## src/rtl/obc_challenge_pkg.sv

```systemverilog
// Shared types and helpers for the OBC challenge link and its downstream checker.
// State encoding, LFSR geometry and the challenge/answer mapping live here.
package obc_challenge_pkg;

    typedef enum logic [1:0] {
        IDLE   = 2'b00,
        WAIT   = 2'b01,
        REPORT = 2'b10
    } state_t;

    localparam int LFSR_W     = 4;
    localparam int LFSR_TAP_A = 3;
    localparam int LFSR_TAP_B = 2;

    // Answer the OBC must compute for a given challenge.
    function automatic logic [LFSR_W-1:0] expected_answer(input logic [LFSR_W-1:0] q);
        logic [LFSR_W-1:0] e;
        e[0] = ~q[0];
        e[1] = q[0] ^ q[1];
        e[2] = q[1] ^ q[2];
        e[3] = q[2] ^ q[3];
        return e;
    endfunction

endpackage

```

## src/rtl/challenge_lfsr.sv

```systemverilog
// 4-bit Fibonacci LFSR that steps once per advance strobe.
// An all-zero seed would lock the register, so it is replaced by 0001.
module challenge_lfsr
    import obc_challenge_pkg::*;
#(
    parameter logic [LFSR_W-1:0] SEED = 4'b1001
) (
    input  logic              clk,
    input  logic              reset,
    input  logic              advance,
    output logic [LFSR_W-1:0] value
);

    localparam logic [LFSR_W-1:0] SEED_SAFE = (SEED == '0) ? LFSR_W'(1) : SEED;

    always_ff @(posedge clk) begin
        if (reset) begin
            value <= SEED_SAFE;
        end else if (advance) begin
            value <= {value[LFSR_W-2:0], value[LFSR_TAP_A] ^ value[LFSR_TAP_B]};
        end
    end

endmodule

```

## src/rtl/obc_challenge_link.sv

```systemverilog
// Issues periodic pseudo-random challenges to the OBC and reports one verdict each.
// Optional OBC_CHALLENGE_STATS_EN adds a saturating fail_streak output.
//
// state  | meaning
// IDLE   | counting the inter-challenge period while enabled
// WAIT   | challenge presented, waiting for answer or timeout
// REPORT | one-cycle verdict strobe
module obc_challenge_link
    import obc_challenge_pkg::*;
#(
    parameter int               PERIOD_CYCLES  = 64,
    parameter int               TIMEOUT_CYCLES = 16,
    parameter logic [LFSR_W-1:0] LFSR_SEED     = 4'b1001
) (
    input  logic              clk,
    input  logic              reset,
    input  logic              enable,
    output logic [LFSR_W-1:0] question,
    output logic              question_valid,
    input  logic [LFSR_W-1:0] answer_obc,
    input  logic              answer_valid,
    output logic [LFSR_W-1:0] expected,
    output logic              result_valid,
    output logic              result_pass,
    output logic              result_timeout,
    output logic              busy
`ifdef OBC_CHALLENGE_STATS_EN
    ,
    output logic [3:0]        fail_streak
`endif
);

    localparam int PW = $clog2(PERIOD_CYCLES + 1);
    localparam int TW = $clog2(TIMEOUT_CYCLES + 1);
    localparam logic [PW-1:0] PERIOD_LAST  = PW'(PERIOD_CYCLES - 1);
    localparam logic [TW-1:0] TIMEOUT_LAST = TW'(TIMEOUT_CYCLES - 1);

    state_t            state, state_nxt;
    logic [PW-1:0]     period_cnt;
    logic [TW-1:0]     timeout_cnt;
    logic [LFSR_W-1:0] lfsr_value;
    logic              launch;
    logic              finish;
    logic              timed_out;
    logic              verdict_pass;

    challenge_lfsr #(.SEED(LFSR_SEED)) u_lfsr (
        .clk     (clk),
        .reset   (reset),
        .advance (launch),
        .value   (lfsr_value)
    );

    // An answer in the terminal timeout cycle takes priority over the timeout.
    always_comb begin
        state_nxt    = state;
        launch       = 1'b0;
        finish       = 1'b0;
        timed_out    = 1'b0;
        verdict_pass = 1'b0;
        case (state)
            IDLE: begin
                if (enable && period_cnt == PERIOD_LAST) begin
                    launch    = 1'b1;
                    state_nxt = WAIT;
                end
            end
            WAIT: begin
                if (answer_valid) begin
                    finish       = 1'b1;
                    verdict_pass = (answer_obc == expected);
                    state_nxt    = REPORT;
                end else if (timeout_cnt == TIMEOUT_LAST) begin
                    finish    = 1'b1;
                    timed_out = 1'b1;
                    state_nxt = REPORT;
                end
            end
            REPORT:  state_nxt = IDLE;
            default: state_nxt = IDLE;
        endcase
    end

    always_ff @(posedge clk) begin
        if (reset) begin
            state          <= IDLE;
            period_cnt     <= '0;
            timeout_cnt    <= '0;
            question       <= '0;
            expected       <= '0;
            result_pass    <= 1'b0;
            result_timeout <= 1'b0;
        end else begin
            state <= state_nxt;
            if (state == IDLE) begin
                period_cnt <= (launch || !enable) ? '0 : period_cnt + PW'(1);
            end
            if (launch) begin
                question    <= lfsr_value;
                expected    <= expected_answer(lfsr_value);
                timeout_cnt <= '0;
            end else if (state == WAIT && !finish) begin
                timeout_cnt <= timeout_cnt + TW'(1);
            end
            if (finish) begin
                result_pass    <= verdict_pass;
                result_timeout <= timed_out;
            end
        end
    end

`ifdef OBC_CHALLENGE_STATS_EN
    always_ff @(posedge clk) begin
        if (reset) begin
            fail_streak <= '0;
        end else if (finish) begin
            if (verdict_pass) begin
                fail_streak <= '0;
            end else if (fail_streak != 4'hF) begin
                fail_streak <= fail_streak + 4'd1;
            end
        end
    end
`endif

    assign question_valid = (state == WAIT);
    assign result_valid   = (state == REPORT);
    assign busy           = (state == WAIT) || (state == REPORT);

endmodule

```

## config.mk

```make
export PLATFORM = sky130hd
export DESIGN_NAME = obc_challenge_link
export DESIGN_NICKNAME = d
export VERILOG_FILES = /design/src/rtl/obc_challenge_pkg.sv /design/src/rtl/challenge_lfsr.sv /design/src/rtl/obc_challenge_link.sv
export SDC_FILE = /design/constraint.sdc
export NUM_CORES = 1
export LEC_CHECK = 0
export CORE_ASPECT_RATIO = 1.25
export CORE_MARGIN = 3
export CORE_UTILIZATION = 54
export CTS_BUF_LIST = sky130_fd_sc_hd__clkbuf_4 sky130_fd_sc_hd__clkbuf_8
export DETAILED_ROUTE_END_ITERATION = 10
export HOLD_SLACK_MARGIN = 0.08
export PLACE_DENSITY = 0.88
export SKIP_CTS_REPAIR_TIMING = 1
export SLEW_MARGIN = 20
export SYNTH_ARGS = -nofsm -noshare
export SYNTH_HDL_FRONTEND = slang
export SYNTH_SLANG_ARGS = --single-unit
```

## constraint.sdc

```tcl
create_clock -name clk -period 2.16 [get_ports clk]
set_input_delay 0.648 -clock clk [delete_from_list [all_inputs] [get_ports clk]]
set_output_delay 0.648 -clock clk [all_outputs]
set_load 0.02 [all_outputs]
```

==> flow_summary.html, run 1 <==
<table>
<tr><th>Metric</th><th>Value</th></tr>
<tr><th colspan="2">Clock tree</th></tr>
<tr><td>CTS tree</td><td>built</td></tr>
<tr><td>Maximum clock insertion buffer count</td><td>2</td></tr>
<tr><td>Inserted Clock Buffers</td><td>3</td></tr>
<tr><td>Clock transition at the registers of the reported paths</td><td>0.15 ns</td></tr>
<tr><td>Deepest level of the CTS H-tree</td><td>1</td></tr>
<tr><td>Clk Latency, worst-skew pair</td><td>0.32 ns</td></tr>
<tr><td>Sinks on the clock net</td><td>26</td></tr>
<tr><td>Root buffer cell</td><td>clkbuf_4</td></tr>
<tr><th colspan="2">GRT</th></tr>
<tr><td>Global-route usage over all layers</td><td>18.6%</td></tr>
<tr><td>Largest net degree at the start of global routing</td><td>20</td></tr>
<tr><td>Initial antenna violation count</td><td>0</td></tr>
<tr><td>Number of global-route vias before repair</td><td>1,047</td></tr>
<tr><td>Grt total ovfl</td><td>0</td></tr>
<tr><td>Wire length of the first global-routing pass</td><td>4370 um</td></tr>
<tr><th colspan="2">Pwr</th></tr>
<tr><td>Peak supply drop</td><td>429 uV</td></tr>
<tr><td>Leakage dissipation</td><td>0.614 nW</td></tr>
<tr><td>Power density over the cells</td><td>534 nW/um2</td></tr>
<tr><th colspan="2">Setup path</th></tr>
<tr><td>Worst Setup Path Type</td><td>flip-flop to output pin</td></tr>
<tr><td>Sort of element at the end of the critical path</td><td>output pin</td></tr>
<tr><td>CP top delay family</td><td>buffers and inverters</td></tr>
<tr><td>Crit-path slowest cell</td><td>clkdlybuf4s50_1</td></tr>
<tr><td>CP max stage delay</td><td>0.64 ns</td></tr>
<tr><td>Worst-path cell chain</td><td>clkdlybuf4s50_1</td></tr>
<tr><td>CP max FO</td><td>5</td></tr>
<tr><td>CP arrival</td><td>1.41 ns</td></tr>
<tr><td>Startpoint Class</td><td>flip-flop</td></tr>
<tr><td>Buf+Inv Stages, Crit Path</td><td>1</td></tr>
<tr><td>Required time of the critical path</td><td>1.51 ns</td></tr>
<tr><th colspan="2">Timing</th></tr>
<tr><td>Final count of hold timing violations</td><td>0</td></tr>
<tr><td>Crit path time final</td><td>2.06 ns</td></tr>
<tr><td>Max Clock Skew</td><td>0.0100 ns</td></tr>
<tr><td>Number of endpoints failing setup at the final stage</td><td>0</td></tr>
<tr><td>Upper clock frequency limit</td><td>0.485 GHz</td></tr>
<tr><td>RSZ-0062 raised after global routing</td><td>no</td></tr>
<tr><td>Final Max Slew Viols</td><td>0</td></tr>
<tr><td>Post-Route Hold Slack</td><td>0.460 ns</td></tr>
<tr><td>Relative slew slack</td><td>73.4%</td></tr>
<tr><td>Final worst path period share</td><td>95.4%</td></tr>
<tr><td>Setup TNS Final</td><td>0 ns</td></tr>
<tr><td>Slew @ Worst Pin</td><td>0.397 ns</td></tr>
<tr><th colspan="2">Routing</th></tr>
<tr><td>Initial drt markers</td><td>20</td></tr>
<tr><td>Mean number of vias per cell</td><td>5.54</td></tr>
<tr><td>Total vias in the final route</td><td>1,080</td></tr>
<tr><td>Remaining DRCs</td><td>0</td></tr>
<tr><td>Wire length per cell after detailed routing</td><td>13.5 um</td></tr>
<tr><td>DRT antenna net count</td><td>0</td></tr>
<tr><td>Routed WL</td><td>2630 um</td></tr>
<tr><td>1st-pass router iterations</td><td>4</td></tr>
<tr><th colspan="2">Yosys</th></tr>
<tr><td>Adder-cell share of the synthesized area</td><td>7.76%</td></tr>
<tr><td>Top post-synthesis cells by area</td><td>dfxtp_1, ha_1, nor2_1, xor2_1, a21oi_1</td></tr>
<tr><td>Cell type with the largest total area after synthesis</td><td>dfxtp_1</td></tr>
<tr><td>Portion of the post-synthesis area used by sequential elements</td><td>40.3%</td></tr>
<tr><td>Share of synthesized area spent on multiplexers</td><td>3.88%</td></tr>
<tr><td>Syn Nets</td><td>157</td></tr>
<tr><td>Netlist cell types</td><td>34</td></tr>
<tr><td>Portion of synthesized cell area occupied by the leading cell type</td><td>40.3%</td></tr>
<tr><td>Cells after Synth</td><td>141</td></tr>
<tr><td>Mean area per synthesized cell</td><td>9.15 um2</td></tr>
<tr><td>Dominant combinational cell family by area after synthesis</td><td>simple AND/OR/NAND/NOR gates</td></tr>
<tr><td>Cell area after technology mapping</td><td>1290 um2</td></tr>
<tr><td>Synth Area in XOR/XNOR</td><td>6.79%</td></tr>
<tr><td>Register bit count reported by yosys</td><td>26</td></tr>
<tr><td>YS warnings</td><td>0</td></tr>
<tr><td>Basic-gate share of the synthesized area counting and, or, nand and nor cells</td><td>24.2%</td></tr>
<tr><td>Area fraction in compound gates after synthesis</td><td>12.3%</td></tr>
<tr><th colspan="2">Placement</th></tr>
<tr><td>Number of placed cells counting well taps</td><td>191</td></tr>
<tr><td>Number of buffers inserted by port buffering</td><td>20</td></tr>
<tr><td>Weighted congestion reported at the end of routability-driven placement</td><td>0.747</td></tr>
<tr><td>Final HPWL DP</td><td>2000 um</td></tr>
<tr><th colspan="2">Floorplanning</th></tr>
<tr><td>Area of the die</td><td>3010 um2</td></tr>
<tr><td>Core footprint</td><td>2230 um2</td></tr>
<tr><td>Row count</td><td>19</td></tr>
<tr><td>Top-level port count</td><td>21</td></tr>
<tr><td>Horizontal extent of the die</td><td>49.7 um</td></tr>
<tr><td>Height of the chip</td><td>60.6 um</td></tr>
<tr><td>Initial Util</td><td>57.7%</td></tr>
<tr><th colspan="2">Outcome</th></tr>
<tr><td>Outcome</td><td>completed</td></tr>
<tr><th colspan="2">Final layout</th></tr>
<tr><td>Commonest non-fill, non-tap cells in the layout</td><td>dfxtp_1, clkdlybuf4s50_1, nor2_1</td></tr>
<tr><td>Area growth from synthesis to final layout</td><td>24.4%</td></tr>
<tr><td>Fraction of layout cells with a size suffix above 1</td><td>9.76%</td></tr>
<tr><td>Fin nets</td><td>181</td></tr>
<tr><td>Post-route insts no fill</td><td>195</td></tr>
<tr><td>Antenna cell count</td><td>0</td></tr>
<tr><td>Fill cell count</td><td>190</td></tr>
<tr><td>Commonest non-fill, non-tap cell in the layout</td><td>dfxtp_1</td></tr>
<tr><th colspan="2">Worst hold path</th></tr>
<tr><td>Hold Crit Class</td><td>flip-flop to flip-flop</td></tr>
<tr><th colspan="2">Job</th></tr>
<tr><td>Maxcap violations</td><td>0</td></tr>
</table>
[cells by family after synthesis]
| group | Yosys count |
|---|---|
| AOI/OAI and AO/OA | 26 |
| adders and majority gates | 8 |
| xor gates and xnor gates | 10 |
| DFF | 26 |
| and+or+nand+nor | 54 |
| muxes | 5 |
| buffers and inverters | 12 |
[state kept, by name (all words and copies together) (netlist names)]
| signal | flops |
|---|---|
| u_lfsr.value | 2 |
| timeout_cnt | 5 |
| period_cnt | 7 |
| expected | 4 |
| result_timeout | 1 |
| question | 4 |
| result_pass | 1 |
| state | 2 |
[power by group]
part / internal [mW] / switching (mW) / total, mW
combinational: 0.0213 / 0.0209 / 0.0421
clock: 0.188 / 0.144 / 0.331
sequential: 0.481 / 0.00202 / 0.483
total: 0.690 / 0.166 / 0.857
[area by class of cell]
type | instances | area, um2 | share of cell area (%)
Multi-Input combinational cell | 103 | 708 | 44.1
Sequential cell | 26 | 522 | 32.5
Timing Repair Buffer | 26 | 265 | 16.5
Tap cell | 31 | 38.8 | 2.42
Clock inverter | 1 | 30.0 | 1.87
Clock buffer | 3 | 22.5 | 1.40
Inverter | 5 | 18.8 | 1.17
[Yosys cell counts]
cell	number
buf_4	2
and3_1	2
xnor2_1	4
nor3b_2	1
a2111oi_0	1
a21oi_1	10
nand2_1	6
or2_0	1
nand3b_1	2
nor2_1	16
xor2_1	6
a22oi_1	1
ha_1	8
a21oi_2	1
nor3_1	9
mux2i_1	5
a211oi_1	4
o21bai_2	1
inv_1	5
o21ai_0	7
nand4_1	5
dfxtp_1	26
buf_6	1
nor4_4	1
nand3_4	1
or3_1	1
clkbuf_1	3
nand4b_1	2
nor3b_1	1
nand3_1	2
or4_1	1
buf_2	1
nand2b_1	3
o21a_1	1
[per-layer routing]
layer | vias to the layer above | track usage, % | wire [um]
li1 | 544 | - | -
met1 | 511 | 21.0 | 1190
met2 | 21 | 35.2 | 1350
met3 | 4 | 2.70 | 72
met4 | 0 | 7.91 | 26
met5 | - | 0 | 0
[stage by stage]
step                      power [mW]  setup slack (ns)  utilization, %  area (um2)
after floorplan                0.512             0.363               -        1290
after global placement         0.534             0.112            69.1        1540
after detailed placement       0.536            0.0369            69.1        1540
after CTS                      0.857            -0.193            71.4        1600
after global routing           0.893            0.0308            71.8        1610
final                          0.857            0.0999            71.8        1610
[worst paths after layout]
kind	cells past startpoint	slack (ns)	end	from
max	1	0.1	question[0]	question[0]$_SDFFE_PP0P_
min	2	0.46	result_pass$_SDFFE_PP0P_	result_pass$_SDFFE_PP0P_
max reg2reg	8	0.29	timeout_cnt[3]$_SDFFE_PP0P_	timeout_cnt[0]$_SDFFE_PP0P_
min reg2reg	2	0.46	result_pass$_SDFFE_PP0P_	result_pass$_SDFFE_PP0P_
No activity file was read; power rests on OpenSTA's default activity.
==> inputs of run 2 (changes only) <==
SKIP_CTS_REPAIR_TIMING = unset   (was 1)
==> run 2 against run 1 <==
Effect of this change:
- sequential share of layout area up 0.28 points
- fmax unchanged
- sequential cell count stayed put
- non-clock buffer count stayed put
- combinational power about the same
- die area did not move
- sequential power hardly changed
- clock skew unchanged
- largest cell class unchanged
==> flow_summary.html, run 2 (synthesis results as in run 1) <==
<table>
<tr><th>Metric</th><th>Value</th></tr>
<tr><th colspan="2">Outcome</th></tr>
<tr><td>Outcome</td><td>completed</td></tr>
<tr><th colspan="2">Routing</th></tr>
<tr><td>Initial drt markers</td><td>20</td></tr>
<tr><td>Remaining DRCs</td><td>0</td></tr>
<tr><td>DRT antenna net count</td><td>0</td></tr>
<tr><td>1st-pass router iterations</td><td>4</td></tr>
<tr><td>Total vias in the final route</td><td>1,080</td></tr>
<tr><td>Wire length per cell after detailed routing</td><td>13.5 um</td></tr>
<tr><td>Routed WL</td><td>2620 um</td></tr>
<tr><td>Mean number of vias per cell</td><td>5.54</td></tr>
<tr><th colspan="2">Final layout</th></tr>
<tr><td>Commonest non-fill, non-tap cells in the layout</td><td>dfxtp_1, clkdlybuf4s50_1, nor2_1</td></tr>
<tr><td>Antenna cell count</td><td>0</td></tr>
<tr><td>Flip-flop count of the largest register after layout</td><td>7</td></tr>
<tr><td>Fraction of layout cells with a size suffix above 1</td><td>10.4%</td></tr>
<tr><td>Fin nets</td><td>181</td></tr>
<tr><td>Most flop-heavy register</td><td>period_cnt</td></tr>
<tr><td>Registers with the most flip-flops</td><td>period_cnt x7, timeout_cnt x5</td></tr>
<tr><td>Commonest non-fill, non-tap cell in the layout</td><td>dfxtp_1</td></tr>
<tr><td>Fill cell count</td><td>189</td></tr>
<tr><td>Area growth from synthesis to final layout</td><td>23.7%</td></tr>
<tr><th colspan="2">Setup path</th></tr>
<tr><td>CP max stage delay</td><td>0.64 ns</td></tr>
<tr><td>Buf+Inv Stages, Crit Path</td><td>1</td></tr>
<tr><td>Reg-to-reg critical path startpoint</td><td>timeout_cnt[0]$_SDFFE_PP0P_</td></tr>
<tr><td>CP arrival</td><td>1.41 ns</td></tr>
<tr><td>Worst Setup Path Type</td><td>flip-flop to output pin</td></tr>
<tr><td>Crit-path slowest cell</td><td>clkdlybuf4s50_1</td></tr>
<tr><td>WP depth</td><td>1</td></tr>
<tr><td>Worst-path cell chain</td><td>clkdlybuf4s50_1</td></tr>
<tr><td>R2r worst-path depth</td><td>8</td></tr>
<tr><td>CP max FO</td><td>5</td></tr>
<tr><td>CP top delay family</td><td>buffers and inverters</td></tr>
<tr><td>R2R setup slack</td><td>0.29 ns</td></tr>
<tr><td>Startpoint Class</td><td>flip-flop</td></tr>
<tr><td>Worst reg2reg path endpoint</td><td>timeout_cnt[3]$_SDFFE_PP0P_</td></tr>
<tr><td>Sort of element at the end of the critical path</td><td>output pin</td></tr>
<tr><td>Required time of the critical path</td><td>1.51 ns</td></tr>
<tr><td>Crit path to</td><td>question[0]</td></tr>
<tr><td>Critical path origin</td><td>question[0]$_SDFFE_PP0P_</td></tr>
<tr><th colspan="2">Job</th></tr>
<tr><td>Maxcap violations</td><td>0</td></tr>
<tr><th colspan="2">Clock tree</th></tr>
<tr><td>CTS tree</td><td>built</td></tr>
<tr><td>Root buffer cell</td><td>clkbuf_4</td></tr>
<tr><td>Deepest level of the CTS H-tree</td><td>1</td></tr>
<tr><td>Maximum clock insertion buffer count</td><td>2</td></tr>
<tr><td>Clock transition at the registers of the reported paths</td><td>0.15 ns</td></tr>
<tr><td>Inserted Clock Buffers</td><td>3</td></tr>
<tr><td>Sinks on the clock net</td><td>26</td></tr>
<tr><td>Clk Latency, worst-skew pair</td><td>0.32 ns</td></tr>
<tr><td>Post-CTS setup-driven buffer insertion count</td><td>0</td></tr>
<tr><th colspan="2">Timing</th></tr>
<tr><td>Setup TNS Final</td><td>0 ns</td></tr>
<tr><td>Post-Route Hold Slack</td><td>0.460 ns</td></tr>
<tr><td>Crit path time final</td><td>2.06 ns</td></tr>
<tr><td>Relative slew slack</td><td>73.4%</td></tr>
<tr><td>Max Clock Skew</td><td>0.0100 ns</td></tr>
<tr><td>Final count of hold timing violations</td><td>0</td></tr>
<tr><td>RSZ-0062 raised after global routing</td><td>no</td></tr>
<tr><td>Final worst path period share</td><td>95.4%</td></tr>
<tr><td>Upper clock frequency limit</td><td>0.485 GHz</td></tr>
<tr><td>Slew @ Worst Pin</td><td>0.397 ns</td></tr>
<tr><td>Number of endpoints failing setup at the final stage</td><td>0</td></tr>
<tr><td>Final Max Slew Viols</td><td>0</td></tr>
<tr><th colspan="2">Floorplanning</th></tr>
<tr><td>Row count</td><td>19</td></tr>
<tr><td>Initial Util</td><td>57.7%</td></tr>
<tr><td>Core footprint</td><td>2230 um2</td></tr>
<tr><td>Height of the chip</td><td>60.6 um</td></tr>
<tr><td>Area of the die</td><td>3010 um2</td></tr>
<tr><td>Top-level port count</td><td>21</td></tr>
<tr><td>Horizontal extent of the die</td><td>49.7 um</td></tr>
<tr><th colspan="2">GRT</th></tr>
<tr><td>Grt total ovfl</td><td>0</td></tr>
<tr><td>Wire length of the first global-routing pass</td><td>4370 um</td></tr>
<tr><td>Global-route usage over all layers</td><td>18.6%</td></tr>
<tr><td>Initial antenna violation count</td><td>0</td></tr>
<tr><td>Number of global-route vias before repair</td><td>1,047</td></tr>
<tr><td>Largest net degree at the start of global routing</td><td>20</td></tr>
<tr><th colspan="2">Placement</th></tr>
<tr><td>Weighted congestion reported at the end of routability-driven placement</td><td>0.747</td></tr>
<tr><td>Final HPWL DP</td><td>2000 um</td></tr>
<tr><td>Number of buffers inserted by port buffering</td><td>20</td></tr>
<tr><th colspan="2">Pwr</th></tr>
<tr><td>Leakage dissipation</td><td>0.573 nW</td></tr>
<tr><td>Power density over the cells</td><td>537 nW/um2</td></tr>
<tr><td>Peak supply drop</td><td>429 uV</td></tr>
<tr><td>Power after layout</td><td>0.857 mW</td></tr>
<tr><th colspan="2">Worst hold path</th></tr>
<tr><td>Worst hold path cell count</td><td>2</td></tr>
<tr><td>Hold Crit Class</td><td>flip-flop to flip-flop</td></tr>
</table>
## run 2: power by group
group	internal, mW	switching [mW]	total [mW]
logic	0.0213	0.0209	0.0421
clock network	0.188	0.144	0.331
registers	0.481	0.00202	0.483
total	0.690	0.166	0.857
## run 2: layout make-up
| type | instances | area, um2 | area share (%) |
|---|---|---|---|
| Clock buffer | 3 | 22.5 | 1.41 |
| Clock inverter | 1 | 30.0 | 1.88 |
| Inverter | 5 | 18.8 | 1.18 |
| Multi-Input combinational cell | 103 | 708 | 44.4 |
| Sequential cell | 26 | 523 | 32.8 |
| Tap cell | 31 | 38.8 | 2.43 |
| Timing Repair Buffer | 26 | 254 | 15.9 |
## run 2: how the worst min path moves through the flow
| stage | endpoint | start |
|---|---|---|
| floorplan | period_cnt[1]$_SDFFE_PP0N_ | period_cnt[1]$_SDFFE_PP0N_ |
| global placement | result_pass$_SDFFE_PP0P_ | result_pass$_SDFFE_PP0P_ |
| detailed placement | result_pass$_SDFFE_PP0P_ | result_pass$_SDFFE_PP0P_ |
| CTS | result_pass$_SDFFE_PP0P_ | result_pass$_SDFFE_PP0P_ |
| global route | result_pass$_SDFFE_PP0P_ | result_pass$_SDFFE_PP0P_ |
| finish | result_pass$_SDFFE_PP0P_ | result_pass$_SDFFE_PP0P_ |
## run 2: stage by stage
stage / util [%] / area, um2 / instances / setup WS (ns)
2_1_floorplan: - / 1290 / 141 / 0.363
3_3_place_gp: 69.1 / 1540 / 191 / 0.112
3_5_place_dp: 69.1 / 1540 / 191 / 0.0369
4_1_cts: 71.3 / 1590 / 195 / 0.0373
5_1_grt: 71.4 / 1600 / 195 / 0.0308
6_report: 71.4 / 1600 / 195 / 0.0999
## run 2: layer usage
layer,vias to the layer above,routed length (um),track usage [%]
li1,544,-,-
met1,511,1190,21.0
met2,21,1340,35.2
met3,4,63,2.70
met4,0,26,7.91
met5,-,0,0
## run 2: repair_timing
item	in CTS	in global routing
gates cloned	0	0
gates resized for setup	3	2
hold buffers	0	0
endpoints found under the setup margin	3	2
